===== src/rtl/alu_iter_divider.sv =====
`default_nettype none
// ============================================================================
//  Module      : alu_iter_divider
//  Description : Iterative radix-2 restoring divider for DIV/DIVU/REM/REMU.
//                Produces one quotient bit per clock on operand magnitudes,
//                applies the sign in a final fix-up cycle and presents the
//                result over a valid/ready handshake. One op in flight.
//  Ports       : CLK, RST (sync, active-high), FLUSH (sync abort)
//                in_valid/in_ready, op_a (dividend), op_b (divisor),
//                op (00 DIV, 01 DIVU, 10 REM, 11 REMU)
//                out_valid/out_ready, result, busy
//  Revision    : 1.0 - initial release
// ============================================================================
module alu_iter_divider #(
    parameter int BITWIDTH = 32
) (
    input  logic                CLK,
    input  logic                RST,
    input  logic                FLUSH,
    input  logic                in_valid,
    output logic                in_ready,
    input  logic [BITWIDTH-1:0] op_a,
    input  logic [BITWIDTH-1:0] op_b,
    input  logic [1:0]          op,
    output logic                out_valid,
    input  logic                out_ready,
    output logic [BITWIDTH-1:0] result,
    output logic                busy
);

    localparam int                  c_cnt_w    = $clog2(BITWIDTH + 1);
    localparam logic [c_cnt_w-1:0]  c_cnt_init = c_cnt_w'(BITWIDTH);
    localparam logic [c_cnt_w-1:0]  c_cnt_one  = c_cnt_w'(1);
    localparam logic [BITWIDTH-1:0] c_min_neg  = {1'b1, {(BITWIDTH-1){1'b0}}};

    typedef enum logic [1:0] {
        S_IDLE = 2'd0,
        S_CALC = 2'd1,
        S_FIX  = 2'd2,
        S_DONE = 2'd3
    } state_t;

    state_t                state_q,     state_d;
    logic [c_cnt_w-1:0]    cnt_q,       cnt_d;
    logic [BITWIDTH-1:0]   rem_q,       rem_d;       // partial remainder
    logic [BITWIDTH-1:0]   quo_q,       quo_d;       // dividend shifts out, quotient shifts in
    logic [BITWIDTH-1:0]   dsr_q,       dsr_d;       // divisor magnitude
    logic                  is_rem_q,    is_rem_d;
    logic                  neg_quo_q,   neg_quo_d;
    logic                  neg_rem_q,   neg_rem_d;
    logic                  special_q,   special_d;   // quo_q already holds final result
    logic [BITWIDTH-1:0]   result_q,    result_d;
    logic                  out_valid_q, out_valid_d;

    // Operand decode on the accept path
    logic                w_signed, w_a_neg, w_b_neg, w_b_zero, w_ovf;
    logic [BITWIDTH-1:0] w_a_mag, w_b_mag, w_special_res;

    assign w_signed = ~op[0];
    assign w_a_neg  = w_signed & op_a[BITWIDTH-1];
    assign w_b_neg  = w_signed & op_b[BITWIDTH-1];
    assign w_a_mag  = w_a_neg ? -op_a : op_a;
    assign w_b_mag  = w_b_neg ? -op_b : op_b;
    assign w_b_zero = (op_b == '0);
    assign w_ovf    = w_signed && (op_a == c_min_neg) && (op_b == '1);

    always_comb begin
        w_special_res = '0;
        if (w_b_zero) begin
            w_special_res = op[1] ? op_a : '1;
        end else if (w_ovf) begin
            w_special_res = op[1] ? '0 : op_a;
        end
    end

    // One restoring step. The subtraction is one bit wider than the operands
    // so its MSB is the borrow that decides keep-vs-restore.
    logic [BITWIDTH:0]   w_rem_shift, w_diff;
    logic                w_step_ok;
    logic [BITWIDTH-1:0] w_quo_fix, w_rem_fix;

    assign w_rem_shift = {rem_q, quo_q[BITWIDTH-1]};
    assign w_diff      = w_rem_shift - {1'b0, dsr_q};
    assign w_step_ok   = ~w_diff[BITWIDTH];
    assign w_quo_fix   = neg_quo_q ? -quo_q : quo_q;
    assign w_rem_fix   = neg_rem_q ? -rem_q : rem_q;

    always_comb begin
        state_d     = state_q;
        cnt_d       = cnt_q;
        rem_d       = rem_q;
        quo_d       = quo_q;
        dsr_d       = dsr_q;
        is_rem_d    = is_rem_q;
        neg_quo_d   = neg_quo_q;
        neg_rem_d   = neg_rem_q;
        special_d   = special_q;
        result_d    = result_q;
        out_valid_d = out_valid_q;

        if (FLUSH) begin
            // Abort wins over accept and handshake; result is kept as-is.
            state_d     = S_IDLE;
            out_valid_d = 1'b0;
            cnt_d       = '0;
        end else begin
            case (state_q)
                S_IDLE: begin
                    if (in_valid) begin
                        is_rem_d  = op[1];
                        neg_quo_d = w_a_neg ^ w_b_neg;
                        neg_rem_d = w_a_neg;
                        rem_d     = '0;
                        dsr_d     = w_b_mag;
                        cnt_d     = c_cnt_init;
                        if (w_b_zero || w_ovf) begin
                            special_d = 1'b1;
                            quo_d     = w_special_res;
                            state_d   = S_FIX;
                        end else begin
                            special_d = 1'b0;
                            quo_d     = w_a_mag;
                            state_d   = S_CALC;
                        end
                    end
                end
                S_CALC: begin
                    rem_d = w_step_ok ? w_diff[BITWIDTH-1:0] : w_rem_shift[BITWIDTH-1:0];
                    quo_d = {quo_q[BITWIDTH-2:0], w_step_ok};
                    cnt_d = cnt_q - c_cnt_one;
                    if (cnt_q == c_cnt_one) begin
                        state_d = S_FIX;
                    end
                end
                S_FIX: begin
                    if (special_q) begin
                        result_d = quo_q;
                    end else if (is_rem_q) begin
                        result_d = w_rem_fix;
                    end else begin
                        result_d = w_quo_fix;
                    end
                    out_valid_d = 1'b1;
                    state_d     = S_DONE;
                end
                S_DONE: begin
                    if (out_ready) begin
                        out_valid_d = 1'b0;
                        state_d     = S_IDLE;
                    end
                end
                default: begin
                    state_d     = S_IDLE;
                    out_valid_d = 1'b0;
                end
            endcase
        end
    end

    always_ff @(posedge CLK) begin
        if (RST) begin
            state_q     <= S_IDLE;
            cnt_q       <= '0;
            rem_q       <= '0;
            quo_q       <= '0;
            dsr_q       <= '0;
            is_rem_q    <= 1'b0;
            neg_quo_q   <= 1'b0;
            neg_rem_q   <= 1'b0;
            special_q   <= 1'b0;
            result_q    <= '0;
            out_valid_q <= 1'b0;
        end else begin
            state_q     <= state_d;
            cnt_q       <= cnt_d;
            rem_q       <= rem_d;
            quo_q       <= quo_d;
            dsr_q       <= dsr_d;
            is_rem_q    <= is_rem_d;
            neg_quo_q   <= neg_quo_d;
            neg_rem_q   <= neg_rem_d;
            special_q   <= special_d;
            result_q    <= result_d;
            out_valid_q <= out_valid_d;
        end
    end

    assign in_ready  = (state_q == S_IDLE);
    assign busy      = (state_q != S_IDLE);
    assign out_valid = out_valid_q;
    assign result    = result_q;

endmodule
`default_nettype wire


===== config.mk =====
export PLATFORM = sky130hd
export DESIGN_NAME = alu_iter_divider
export DESIGN_NICKNAME = d
export VERILOG_FILES = /design/src/rtl/alu_iter_divider.sv
export SDC_FILE = /design/constraint.sdc
export NUM_CORES = 1
export LEC_CHECK = 0
export CORE_MARGIN = 3
export CORE_UTILIZATION = 50
export CTS_CLUSTER_DIAMETER = 150
export CTS_CLUSTER_SIZE = 8
export DETAILED_ROUTE_END_ITERATION = 12
export MAX_ROUTING_LAYER = met4
export PLACE_DENSITY = 0.71
export SYNTH_ARGS = -nofsm -noshare
export SYNTH_HDL_FRONTEND = slang
export SYNTH_SLANG_ARGS = --single-unit

===== constraint.sdc =====
create_clock -name CLK -period 9.44 [get_ports CLK]
set_clock_uncertainty 0.2 [all_clocks]
set_input_delay 1.416 -clock CLK [delete_from_list [all_inputs] [get_ports CLK]]
set_output_delay 1.416 -clock CLK [all_outputs]
set_load 0.005 [all_outputs]

==> impl_metrics.env <==
export IMPL_status="finished clean"
export IMPL_dp_hpwl_um=25100
export IMPL_relSlewSlack_pct=14.6
export IMPL_cp_max_fo=22
export IMPL_die_y_um=152
export IMPL_synth_nets=1570
export IMPL_syn_area_mm2=0.0107
export IMPL_critical_path_required_ns=9.60
export IMPL_avgSynthCellArea_um2=7.37
export IMPL_cap_viol_max_count=0
export IMPL_synth_distinct_cells=74
export IMPL_critPathBufInv=1
export IMPL_n_fill_cell=1873
export IMPL_grt_pass1_wl_um=53300
export IMPL_floorplan_initialDensity_pct=52.0
export IMPL_cts_made_buffers=17
export IMPL_final_layout_size_suffix_gt1_share_pct=5.40
export IMPL_cts_tree="done"
export IMPL_ys_seq_area_share_pct=26.3
export IMPL_via_per_inst=6.27
export IMPL_cts_root_buf="clkbuf_16"
export IMPL_rows=52
export IMPL_path_clk_slew_ns=0.06
export IMPL_synth_warnings=0
export IMPL_pre_cts_ws_ns=3.56
export IMPL_end_kind="register"
export IMPL_drtIter0Drc=1076
export IMPL_globalplace_congestion=0.943
export IMPL_cts_hold_buf=0
export IMPL_combPwrFrac_pct=21.2
export IMPL_seq_power_share_pct=39.0
export IMPL_max_freq_mhz=180
export IMPL_max_slew_worst_pin_slew_ns=1.28
export IMPL_cellLeakagePower_nw=4.69
export IMPL_synthCells=1455
export IMPL_min_from="result[31]"
export IMPL_grt_pass1_vias=10100
export IMPL_area_growth_pct=16.3
export IMPL_ys_ff_latch=141
export IMPL_swShare_pct=31.2
export IMPL_async_flop_share_pct=0
export IMPL_synth_top_area_cell="dfxtp_1"
export IMPL_grt_max_degree=74
export IMPL_path_class="in -> reg"
export IMPL_slowest_delay_ns=0.91
export IMPL_ctsResizeCount=0
export IMPL_ys_flop_type="dfxtp_1"
export IMPL_coreArea_mm2=0.0206
export IMPL_fin_crit_sh_pct=58.8
export IMPL_cts_max_level=4
export IMPL_crit_chain="clkdlybuf4s50_1, or4_1, nor4_1, nor3b_1, nand3_1, o21ai_1, a221oi_1, nor3_1, a21oi_1, nor2_1"
export IMPL_period_needed_ns=5.55
export IMPL_drc=0
export IMPL_cp_start_kind="input pin"
export IMPL_cts_buffer_depth=2
export IMPL_crit_path_start="op_b[14]"
export IMPL_antenna_found_initial=1
export IMPL_slew_violations=0
export IMPL_cp_slowest_cell="o21ai_1"
export IMPL_setup_tns_ns=0
export IMPL_grt_setup_unrepaired="false"
export IMPL_arrival_ns=5.72
export IMPL_overflow=0
export IMPL_cts_setup_buffers=0
export IMPL_power_mw=1.68
export IMPL_die_area_mm2=0.0232
export IMPL_crit_family="simple AND/OR/NAND/NOR gates"
export IMPL_worstSkewPairLatency_ns=0.43
export IMPL_grt_use_total_pct=28.4
export IMPL_power_internal_mw=1.16
export IMPL_clock_sinks=141
export IMPL_io_pins=106
export IMPL_io_buffer_count=105
export IMPL_postRouteAntennaNets=0
export IMPL_die_w_um=152
export IMPL_r2r_start="quo_q[31]"
export IMPL_yosysMostFrequentCell="a21oi_1"
export IMPL_synth_common_cells="156 x a21oi_1, 151 x nor2_1, 141 x dfxtp_1"
export IMPL_min_path_type="reg -> reg"
export IMPL_power_density_mw_per_mm2=135
export IMPL_dr_pass1_iters=6
export IMPL_via_count=11200
export IMPL_drt_total_wl_um=33500
export IMPL_wl_per_cell_um=18.7
export IMPL_ir_drop_mv=0.103
export IMPL_synth_edf_count=0
export IMPL_ys_top_cells_by_area="dfxtp_1 26%, a21oi_1 7.3%, o21ai_0 5.7%"
export IMPL_netlist_area_leader_share_pct=26.3
export IMPL_hold_viol_final=0
export IMPL_finalSetupViolations=0
export IMPL_finalWorstSetupSlack_ns=3.89
export IMPL_p_sw_mw=0.526
export IMPL_finalNetCount=1621
export IMPL_clock_power_share_pct=39.8
-- worst register-to-register path, stage by stage, from the launching register on --
cell	delay [ns]
dfxtp_1	0.48
inv_1	0.15
ha_1	0.27
fa_1	0.41
nand2b_1	0.18
a21oi_1	0.23
o21ba_2	0.24
a31o_2	0.25
a21oi_1	0.15
a221o_1	0.46
nor2_1	0.60
buf_4	0.39
nand2_1	0.31
o21ai_0	0.25
-- cell usage in the layout, fill, tap and decap left out, types with 7 or more instances in the layout --
cell	netlist	layout
a211oi_1	42	42
or4_1	11	11
a22o_1	8	8
ha_1	43	43
o31ai_1	16	16
nor4_1	17	17
or2_2	11	11
or3_1	15	15
a32oi_1	15	15
clkbuf_16	0	17
o41ai_1	14	14
nor2_1	151	148
xor2_1	43	43
o21ai_0	121	121
mux2i_1	21	21
a31oi_1	17	17
nand2b_1	10	10
a21oi_1	156	156
xnor2_1	51	51
o31a_1	8	8
nor3b_1	10	10
o21a_1	7	7
nand4_1	11	11
o221ai_1	25	25
inv_1	67	67
o211ai_1	8	8
and3_1	11	11
nor3_1	42	42
buf_4	1	15
clkdlybuf4s50_1	0	104
a21o_1	16	16
dfxtp_1	141	141
nand2_1	125	125
a221oi_1	7	7
nand3_1	24	24
nor2b_1	14	14
-- metrics by stage --
stage	instances	instance area (um^2)	util (%)	hold WS, ns
after CTS	1788	12500	60.4	0.248
final	1790	12500	60.4	0.249
after floorplan	1455	10700	-	0.232
after detailed placement	1757	11900	57.6	0.239
after global routing	1789	12500	60.4	0.282
after global placement	1757	11900	57.6	0.232
-- sequential cells by signal (all words and copies together), names as in the netlist --
signal	flops
quo_q	32
out_valid	1
state_q	2
neg_quo_q	1
neg_rem_q	1
rem_q	32
is_rem_q	1
dsr_q	32
special_q	1
cnt_q	6
result	32
-- area by class of cell --
class                           instances  area [um^2]  area share (%)
Sequential cell                       141         2820            22.6
Inverter                               69          259            2.08
Clock buffer                           19          433            3.47
Antenna cell                            2         5.00          0.0402
Timing Repair Buffer                  120         1160            9.30
Clock inverter                         12          138            1.10
Tap cell                              270          338            2.71
Multi-Input combinational cell       1157         7310            58.7
-- worst paths after layout --
kind	to	slack, ns	depth (start not counted)
worst min-delay path	result[31]	0.25	2
worst max register to register	rem_q[30]	4.79	13
worst min register to register	result[31]	0.25	2
worst max-delay path	quo_q[9]	3.89	10
-- power groups by stage --
stage / sequential, mW / clock, mW / combinational, mW
6_report: 0.656 / 0.671 / 0.357
5_1_grt: 0.659 / 0.701 / 0.395
4_1_cts: 0.654 / 0.676 / 0.352
3_5_place_dp: 0.667 / 0 / 0.350
3_3_place_gp: 0.666 / 0 / 0.344
2_1_floorplan: 0.650 / 0 / 0.250
-- routing by layer --
layer / part of all wire (%) / global-route usage [%] / vias up
li1: - / - / 5480
met5: 0 / - / -
met1: 47 / 39.8 / 5218
met4: 2.0 / 6.49 / 0
met3: 6.9 / 4.97 / 55
met2: 44 / 43.2 / 465
-- cell families after synthesis --
logic type,Yosys count,synth area share [%]
xor+xnor,94,7.68
fa+ha+maj,44,5.21
mux,25,2.38
buf+inv,157,5.57
compound gates,515,31.2
simple gates,479,21.7
flops,141,26.3
Note: power is estimated with default switching activity, not from simulation.
